**src/rtl/sram_arbiter_if.sv**
```systemverilog
// Purpose: bundle of the requester-side and sram-side signals of the two-port sram arbiter.
// Latency: none (wires only).
// Backpressure: requesters hold p*_req and payload until p*_gnt; ready=0 blocks all grants.
// Ports: ready; p0_*/p1_* req, we, addr, wdata, gnt, rvalid, rdata; mem_cs, mem_we,
//   mem_addr, mem_wdata, mem_rdata. The slave modport is the arbiter; the master modport is
//   the environment (requesters plus the sram macro driving mem_rdata).
interface sram_arbiter_if #(
  parameter int DATAWIDTH = 32,
  parameter int ADDRWIDTH = 16
);
  localparam int NB = DATAWIDTH / 8;

  logic                 ready;

  logic                 p0_req;
  logic [NB-1:0]        p0_we;
  logic [ADDRWIDTH-1:0] p0_addr;
  logic [DATAWIDTH-1:0] p0_wdata;
  logic                 p0_gnt;
  logic                 p0_rvalid;
  logic [DATAWIDTH-1:0] p0_rdata;

  logic                 p1_req;
  logic [NB-1:0]        p1_we;
  logic [ADDRWIDTH-1:0] p1_addr;
  logic [DATAWIDTH-1:0] p1_wdata;
  logic                 p1_gnt;
  logic                 p1_rvalid;
  logic [DATAWIDTH-1:0] p1_rdata;

  logic                 mem_cs;
  logic [NB-1:0]        mem_we;
  logic [ADDRWIDTH-1:0] mem_addr;
  logic [DATAWIDTH-1:0] mem_wdata;
  logic [DATAWIDTH-1:0] mem_rdata;

  modport slave (
    output ready,
    input  p0_req, p0_we, p0_addr, p0_wdata,
    output p0_gnt, p0_rvalid, p0_rdata,
    input  p1_req, p1_we, p1_addr, p1_wdata,
    output p1_gnt, p1_rvalid, p1_rdata,
    output mem_cs, mem_we, mem_addr, mem_wdata,
    input  mem_rdata
  );

  modport master (
    input  ready,
    output p0_req, p0_we, p0_addr, p0_wdata,
    input  p0_gnt, p0_rvalid, p0_rdata,
    output p1_req, p1_we, p1_addr, p1_wdata,
    input  p1_gnt, p1_rvalid, p1_rdata,
    input  mem_cs, mem_we, mem_addr, mem_wdata,
    output mem_rdata
  );
endinterface

```
**src/rtl/sram_arbiter.sv**
```systemverilog
// Purpose: round-robin arbiter sharing one single-port sram between two requesters.
// Latency: grant is combinational in the request cycle; read data returns one cycle after grant.
// Backpressure: a losing or not-ready requester holds req and payload until it is granted.
// Ports: clk; rst (synchronous, active-high); bus (sram_arbiter_if.slave) with ready,
//   per-port req/we/addr/wdata in and gnt/rvalid/rdata out, and the sram cs/we/addr/wdata/rdata pins.
// Build option: SRAM_ARB_CLEAR_EN adds an INIT state that zero-fills MEMDEPTH words after reset.
module sram_arbiter #(
  parameter int DATAWIDTH = 32,
  parameter int ADDRWIDTH = 16,
  parameter int MEMDEPTH  = 1 << ADDRWIDTH
) (
  input  logic           clk,
  input  logic           rst,
  sram_arbiter_if.slave  bus
);

  if (MEMDEPTH < 1 || MEMDEPTH > (1 << ADDRWIDTH)) begin : g_bad_memdepth
    $error("sram_arbiter: MEMDEPTH must be in 1..2**ADDRWIDTH");
  end

  logic                 run;       // accepting requests this cycle
  logic                 clearing;  // zero-fill sweep drives the sram this cycle
  logic [ADDRWIDTH-1:0] clr_addr;

`ifdef SRAM_ARB_CLEAR_EN
  localparam logic [0:0] ST_INIT = 1'b0;
  localparam logic [0:0] ST_RUN  = 1'b1;
  localparam logic [ADDRWIDTH-1:0] CLR_LAST = ADDRWIDTH'(MEMDEPTH - 1);

  logic [0:0] state;

  always_ff @(posedge clk) begin
    if (rst) begin
      state    <= ST_INIT;
      clr_addr <= '0;
    end else if (state == ST_INIT) begin
      clr_addr <= clr_addr + 1'b1;
      if (clr_addr == CLR_LAST) state <= ST_RUN;
    end
  end

  // Gating with rst keeps every output at its reset value while rst is held.
  assign run      = (state == ST_RUN)  && !rst;
  assign clearing = (state == ST_INIT) && !rst;
`else
  assign run      = !rst;
  assign clearing = 1'b0;
  assign clr_addr = '0;
`endif

  // last_grant = 1 means port 1 was served most recently, so port 0 wins the next conflict.
  logic last_grant;
  logic gnt0, gnt1;
  logic rd0, rd1;

  assign gnt0 = run && bus.p0_req && (!bus.p1_req ||  last_grant);
  assign gnt1 = run && bus.p1_req && (!bus.p0_req || !last_grant);
  assign rd0  = gnt0 && (bus.p0_we == '0);
  assign rd1  = gnt1 && (bus.p1_we == '0);

  assign bus.ready  = run;
  assign bus.p0_gnt = gnt0;
  assign bus.p1_gnt = gnt1;

  // Any grant counts, so a port that ran alone yields the next conflict to the other.
  always_ff @(posedge clk) begin
    if (rst)       last_grant <= 1'b1;
    else if (gnt0) last_grant <= 1'b0;
    else if (gnt1) last_grant <= 1'b1;
  end

  always_comb begin
    bus.mem_cs    = 1'b0;
    bus.mem_we    = '0;
    bus.mem_addr  = '0;
    bus.mem_wdata = '0;
    if (clearing) begin
      bus.mem_cs    = 1'b1;
      bus.mem_we    = '1;
      bus.mem_addr  = clr_addr;
    end else if (gnt0) begin
      bus.mem_cs    = 1'b1;
      bus.mem_we    = bus.p0_we;
      bus.mem_addr  = bus.p0_addr;
      bus.mem_wdata = bus.p0_wdata;
    end else if (gnt1) begin
      bus.mem_cs    = 1'b1;
      bus.mem_we    = bus.p1_we;
      bus.mem_addr  = bus.p1_addr;
      bus.mem_wdata = bus.p1_wdata;
    end
  end

  // The sram read data is combinational, so it is captured at the granting edge.
  logic                 rvalid0_q, rvalid1_q;
  logic [DATAWIDTH-1:0] rdata0_q,  rdata1_q;

  always_ff @(posedge clk) begin
    if (rst) begin
      rvalid0_q <= 1'b0;
      rvalid1_q <= 1'b0;
      rdata0_q  <= '0;
      rdata1_q  <= '0;
    end else begin
      rvalid0_q <= rd0;
      rvalid1_q <= rd1;
      if (rd0) rdata0_q <= bus.mem_rdata;
      if (rd1) rdata1_q <= bus.mem_rdata;
    end
  end

  // A pulse already registered when rst arrives must not escape.
  assign bus.p0_rvalid = rvalid0_q && !rst;
  assign bus.p1_rvalid = rvalid1_q && !rst;
  assign bus.p0_rdata  = rdata0_q;
  assign bus.p1_rdata  = rdata1_q;

endmodule
```
**src/flat_wrapper.sv**
```systemverilog
// flat-port wrapper written by rule: the top's interface ports become plain ports
module sram_arbiter_flat 
#(
  parameter int DATAWIDTH = 32,
  parameter int ADDRWIDTH = 16,
  parameter int MEMDEPTH  = 1 << ADDRWIDTH
)
  (clk, rst, bus_ready, bus_p0_req, bus_p0_we, bus_p0_addr, bus_p0_wdata, bus_p0_gnt, bus_p0_rvalid, bus_p0_rdata, bus_p1_req, bus_p1_we, bus_p1_addr, bus_p1_wdata, bus_p1_gnt, bus_p1_rvalid, bus_p1_rdata, bus_mem_cs, bus_mem_we, bus_mem_addr, bus_mem_wdata, bus_mem_rdata);
  sram_arbiter_if #(.DATAWIDTH(DATAWIDTH), .ADDRWIDTH(ADDRWIDTH)) bus_i ();
  input  logic clk;
  input  logic rst;
  output wire logic [$bits(bus_i.ready)-1:0] bus_ready;
  input wire logic [$bits(bus_i.p0_req)-1:0] bus_p0_req;
  input wire logic [$bits(bus_i.p0_we)-1:0] bus_p0_we;
  input wire logic [$bits(bus_i.p0_addr)-1:0] bus_p0_addr;
  input wire logic [$bits(bus_i.p0_wdata)-1:0] bus_p0_wdata;
  output wire logic [$bits(bus_i.p0_gnt)-1:0] bus_p0_gnt;
  output wire logic [$bits(bus_i.p0_rvalid)-1:0] bus_p0_rvalid;
  output wire logic [$bits(bus_i.p0_rdata)-1:0] bus_p0_rdata;
  input wire logic [$bits(bus_i.p1_req)-1:0] bus_p1_req;
  input wire logic [$bits(bus_i.p1_we)-1:0] bus_p1_we;
  input wire logic [$bits(bus_i.p1_addr)-1:0] bus_p1_addr;
  input wire logic [$bits(bus_i.p1_wdata)-1:0] bus_p1_wdata;
  output wire logic [$bits(bus_i.p1_gnt)-1:0] bus_p1_gnt;
  output wire logic [$bits(bus_i.p1_rvalid)-1:0] bus_p1_rvalid;
  output wire logic [$bits(bus_i.p1_rdata)-1:0] bus_p1_rdata;
  output wire logic [$bits(bus_i.mem_cs)-1:0] bus_mem_cs;
  output wire logic [$bits(bus_i.mem_we)-1:0] bus_mem_we;
  output wire logic [$bits(bus_i.mem_addr)-1:0] bus_mem_addr;
  output wire logic [$bits(bus_i.mem_wdata)-1:0] bus_mem_wdata;
  input wire logic [$bits(bus_i.mem_rdata)-1:0] bus_mem_rdata;
  assign bus_ready = bus_i.ready;
  assign bus_i.p0_req = bus_p0_req;
  assign bus_i.p0_we = bus_p0_we;
  assign bus_i.p0_addr = bus_p0_addr;
  assign bus_i.p0_wdata = bus_p0_wdata;
  assign bus_p0_gnt = bus_i.p0_gnt;
  assign bus_p0_rvalid = bus_i.p0_rvalid;
  assign bus_p0_rdata = bus_i.p0_rdata;
  assign bus_i.p1_req = bus_p1_req;
  assign bus_i.p1_we = bus_p1_we;
  assign bus_i.p1_addr = bus_p1_addr;
  assign bus_i.p1_wdata = bus_p1_wdata;
  assign bus_p1_gnt = bus_i.p1_gnt;
  assign bus_p1_rvalid = bus_i.p1_rvalid;
  assign bus_p1_rdata = bus_i.p1_rdata;
  assign bus_mem_cs = bus_i.mem_cs;
  assign bus_mem_we = bus_i.mem_we;
  assign bus_mem_addr = bus_i.mem_addr;
  assign bus_mem_wdata = bus_i.mem_wdata;
  assign bus_i.mem_rdata = bus_mem_rdata;
  sram_arbiter #(.DATAWIDTH(DATAWIDTH), .ADDRWIDTH(ADDRWIDTH), .MEMDEPTH(MEMDEPTH)) u_core (.clk(clk), .rst(rst), .bus(bus_i));
endmodule
```
**config.mk**
```make
export PLATFORM = sky130hd
export DESIGN_NAME = sram_arbiter_flat
export DESIGN_NICKNAME = d
export VERILOG_FILES = /design/src/rtl/sram_arbiter_if.sv /design/src/rtl/sram_arbiter.sv /design/src/flat_wrapper.sv
export SDC_FILE = /design/constraint.sdc
export NUM_CORES = 1
export LEC_CHECK = 0
export ABC_AREA = 0
export BUFFER_PORTS_ARGS = -buffer_cell sky130_fd_sc_hd__clkbuf_2
export CORE_AREA = 2 2 101 103
export CTS_CLUSTER_SIZE = 28
export DETAILED_ROUTE_END_ITERATION = 8
export DIE_AREA = 0 0 103 105
export PLACE_DENSITY = 0.66
export SETUP_SLACK_MARGIN = 0.05
export SLEW_MARGIN = 10
export SYNTH_ARGS = -nofsm -noshare
export SYNTH_HDL_FRONTEND = slang
export SYNTH_SLANG_ARGS = --single-unit
```
**constraint.sdc**
```tcl
create_clock -name clk -period 3.1 [get_ports clk]
set_clock_uncertainty 0.05 [all_clocks]
set_input_delay 0.62 -clock clk [delete_from_list [all_inputs] [get_ports clk]]
set_output_delay 0.62 -clock clk [all_outputs]
set_load 0.02 [all_outputs]
```
Word level (Yosys, flattened, before mapping)
Index checks and enable logic that the tools add are counted.
{"block": "classes", "muxes": 10, "reduce_logical": 17}
{"operator": "32-bit two-way mux", "n": 2}
{"operator": "16-bit two-way mux", "n": 2}
{"operator": "1-bit logical AND", "n": 8}
{"operator": "4-bit zero test", "n": 2}
{"operator": "4-bit two-way mux", "n": 2}
{"operator": "1-bit zero test", "n": 4}
{"operator": "1-bit two-way mux", "n": 4}
{"operator": "1-bit logical OR", "n": 2}
{"operator": "2-bit nonzero test", "n": 1}
{"block": "totals", "ff_bits": 67, "inputBits": 140, "out_inout_bits": 122, "wordCells": 32}

Depth between registers and ports, before layout
{"block": "depth", "depth_word": 5, "ltp_mapped": 5, "depth_no_buf": 3}

Worst setup path after synthesis
OpenSTA, ideal clock, no wires.
{"block": "synth_timing", "path_kind": "in2out", "from": "input rst", "to": "output bus_mem_wdata[22]", "arrival_ns": 1.989, "required_time_ns": 2.430, "path_slack_ns": 0.441, "stages": 5, "n_path_buf": 2, "cell_sequence": "nand2b_1 -> clkbuf_1 -> nor2_1 -> clkbuf_1 -> a22o_1"}
{"block": "synth_via", "elab_chain_cells": 5, "elab_cells_between_ends": 7, "cone_classes": "2 x mux; 5 x reduce/logical"}
{"element": "start: declaration", "line": "flat_wrapper.sv:11", "text": "input logic rst;"}
{"element": "1-bit zero test", "line": "sram_arbiter.sv:46", "text": "assign run = !rst;"}
{"element": "1-bit logical AND (2 in series)", "line": "sram_arbiter.sv:57", "text": "assign gnt1 = run && bus.p1_req && (!bus.p0_req || !last_grant);"}
{"element": "via bus_p1_gnt", "line": "flat_wrapper.sv:24", "text": "output wire logic [$bits(bus_i.p1_gnt)-1:0] bus_p1_gnt;"}
{"element": "32-bit two-way mux", "line": "sram_arbiter.sv:86", "text": "end else if (gnt1) begin"}
{"element": "32-bit two-way mux", "line": "sram_arbiter.sv:81", "text": "end else if (gnt0) begin"}
{"element": "end: declaration", "line": "flat_wrapper.sv:30", "text": "output wire logic [$bits(bus_i.mem_wdata)-1:0] bus_mem_wdata;"}
The timed path passes the listed nets, and every way through them passes these cells.

Worst setup path after layout
{"block": "layout_timing", "from": "input bus_p0_req", "to": "output bus_mem_wdata[20]"}
{"block": "layout_via", "elab_chain_cells": 5, "elab_cells_between_ends": 7, "cone_classes": "2 x mux; 5 x reduce/logical"}
{"element": "start: declaration", "line": "flat_wrapper.sv:13", "text": "input wire logic [$bits(bus_i.p0_req)-1:0] bus_p0_req;"}
{"element": "1-bit zero test", "line": "sram_arbiter.sv:57"}
{"element": "1-bit logical OR", "line": "sram_arbiter.sv:57"}
{"element": "1-bit logical AND", "line": "sram_arbiter.sv:57"}
{"element": "32-bit two-way mux", "line": "sram_arbiter.sv:86"}
{"element": "32-bit two-way mux (*)", "line": "sram_arbiter.sv:81"}
Every way passes the cells marked *; elsewhere a longest branch is shown, timed or not.

==> flow_summary_export.csv <==
group,metric,value,unit
status,run_status,"completed",
pwr,power.total,2035,uW
grt,globalRoute.totalOverflow,0,
route,first_pass_iters,5,
grt,first_global_vias,3551,
cts,cts_buffer_depth,2,
layout,final_area,4787,um^2
critical_path,worstPathRequired,2430,ps
layout,antenna_cells,0,
cts,post_cts_resized,0,
sta,timing.setup.tns,0,ps
floorplanning,fp-row-count,36,
sta,layout_min_cycle_time,2797,ps
sta,timing.hold.ws,411.4,ps
critical_path,setup.reg_to_reg.worst_slack,1250,ps
critical_path,critical_path_class,"primary input to primary output",
sta,layout_worst_path_cycle_share,0.9023,
layout,area_delta_synth_final,53.41,%
place,port_buffers,261,
route,drc,0,
route,drt-wirelength-per-cell,17.40,um
cts,clock_latency,330,ps
sta,finalSetupViolCount,0,
grt,grt_pass1_wl,18.48,mm
cts,clock_tree.root_cell,"sky130_fd_sc_hd__clkbuf_8",
cts,cts.htree.levels,3,
sta,timing_hold_violations_final,0,
floorplanning,floorplan.die.height,105,um
pwr,ir_drop,236.8,uV
cts,cts_tree,"done",
place,postPlaceCellArea,4557,um^2
layout,drive_above_1_share,0.5017,
yosys,ys_seq_elements,67,
pwr,p_per_area,425.2,nW/um^2
yosys,yosys.cell_types.count,25,
cts,numClockSinks,67,
route,via_per_inst,5.061,
cts,cts_made_buffers,9,
grt,grt_antenna_before_repair,0,
sta,report.final.slew_viol_count,0,
sta,fmaxAchievable,0.3575,GHz
route,drt.antenna.violating_nets,0,
sta,timing.slew.headroom,0.5083,
route,wl,12.58,mm
floorplanning,ios,262,
job,max_cap_viol_count,0,
sta,setup_repair_after_global_routing_missed_its_margin,"false",
place,gp_congestion,0.9527,
sta,slew_at_the_pin_closest_to_its_max_slew_limit,736.7,ps
pwr,power_leakage,0.002408,uW
layout,finish.net_count,725,
route,via_count,3659,
critical_path,timing.critical_path.fanout_max,27,
route,drtIter0Drc,185,
floorplanning,coreArea,9639,um^2
floorplanning,horizontal_extent_of_the_die,103,um
yosys,netlist_instances,336,
yosys,seq_area_frac_synth,0.4298,
place,place_inst,706,
floorplanning,design.die.area,10820,um^2
cts,clkSlewWorstSetupHoldPaths,70,ps
critical_path,critPathArrivalTime,2130,ps
yosys,synth.yosys.warnings,0,
critical_path,cp-end-kind,"primary output",
grt,grt.total_usage,0.2179,
place,post-dp-hpwl,9.420,mm
layout,final-instance-count-excl-fill,723,
hold_path,worstHoldPathType,"flop to flop",
yosys,netlist_area,3120,um^2
grt,pin_count_of_the_biggest_net_entering_global_routing,54,
floorplanning,start_util,0.3237,
yosys,syn_nets,476,
cts,hold_buffers,0,
cts,cts_setup_buffers,0,
yosys,synthesis.area_per_instance,9.287,um^2
critical_path,critPathLaunchType,"primary input",
## cell families after synthesis
kind of cell | Yosys count | share of synthesized area
flip-flops | 67 | 0.4298
AND/OR/NAND/NOR | 64 | 0.1067
AO/OA/AOI/OAI | 117 | 0.2855
multiplexers | 32 | 0.1059
buffers and inverters | 56 | 0.07217
## layer usage
layer / GRT usage / vias to the layer above / share of wire
li1: - / 1749 / -
met1: 0.2722 / 1714 / 0.42
met2: 0.3497 / 183 / 0.47
met3: 0.09097 / 13 / 0.10
met4: 0.04511 / 0 / 0.011
met5: 0 / - / 0
## final timing paths
check	startpoint	end	cells past startpoint
worst max-delay path	bus_p0_req	bus_mem_wdata[20]	5
worst min register to register	u_core.bus.p0_rdata[7]	u_core.bus.p0_rdata[7]	2
worst min-delay path	u_core.bus.p0_rdata[7]	u_core.bus.p0_rdata[7]	2
worst max register to register	u_core.last_grant	u_core.bus.p0_rdata[27]	4
## state kept, by name (all words and copies together) (netlist names)
register	cells
u_core.bus.p0_rdata	32
u_core.rvalid0_q	1
u_core.bus.p1_rdata	32
u_core.rvalid1_q	1
u_core.last_grant	1
## per-stage QoR
stage | utilization | worst slack (ps)
finish | 0.4966 | 302.9
global route | 0.4966 | 221.1
CTS | 0.4952 | 124.4
detailed placement | 0.4727 | 132.1
global placement | 0.4727 | 196.5
floorplan | - | 441.0
## cell usage in the layout, fill, tap and decap left out, drive strengths merged
cell | Yosys | final
a21oi | 8 | 8
a22o | 52 | 52
and2 | 1 | 1
buf | 4 | 11
bufinv | 0 | 2
clkbuf | 31 | 270
clkinv | 0 | 2
clkinvlp | 0 | 3
dfxtp | 67 | 67
inv | 21 | 21
mux2 | 8 | 8
mux2i | 24 | 24
nand2 | 31 | 31
nand2b | 1 | 1
nand3 | 1 | 1
nand4 | 8 | 8
nor2 | 4 | 4
nor2b | 14 | 15
nor3b | 1 | 1
nor4 | 1 | 1
o21ai | 25 | 25
o311ai | 24 | 24
o31ai | 8 | 8
or4 | 2 | 2
## synth_stat cells (all sizes together)
| library cell | instances | area (um^2) |
|---|---|---|
| o311ai | 24 | 210.2 |
| buf | 4 | 30.02 |
| inv | 21 | 78.83 |
| nor2 | 4 | 15.01 |
| nand3 | 1 | 5.000 |
| o31ai | 8 | 60.06 |
| clkbuf | 31 | 116.4 |
| o21ai | 25 | 125.1 |
| or4 | 2 | 15.01 |
| nor2b | 14 | 87.58 |
| nand4 | 8 | 50.05 |
| and2 | 1 | 6.260 |
| mux2i | 24 | 240.2 |
| nor3b | 1 | 18.77 |
| mux2 | 8 | 90.08 |
| nand2b | 1 | 6.260 |
| a21oi | 8 | 40.04 |
| nand2 | 31 | 116.4 |
| dfxtp | 67 | 1341 |
| a22o | 52 | 455.4 |
| nor4 | 1 | 12.51 |
## final cells by class
cell class	count	area (um^2)
flip-flops and latches	67	1341
fillers	948	4852
clock inverters	7	92.59
well taps	133	166.4
inverters	21	78.83
clock buffers	9	123.9
repair buffers	272	1401
multi-input cells	214	1583
## power breakdown
part / switching [uW] / internal [uW]
Combinational: 223 / 154
Clock: 335 / 449
Sequential: 5.30 / 869
Total: 563 / 1470
## worst max-delay path: stages
cell                       delay, ps
sky130_fd_sc_hd__clkbuf_2        110
sky130_fd_sc_hd__nor2b_1         310
sky130_fd_sc_hd__nor2b_4         640
sky130_fd_sc_hd__a22o_1          250
sky130_fd_sc_hd__clkbuf_2        180
(Power assumes the default switching activity.)
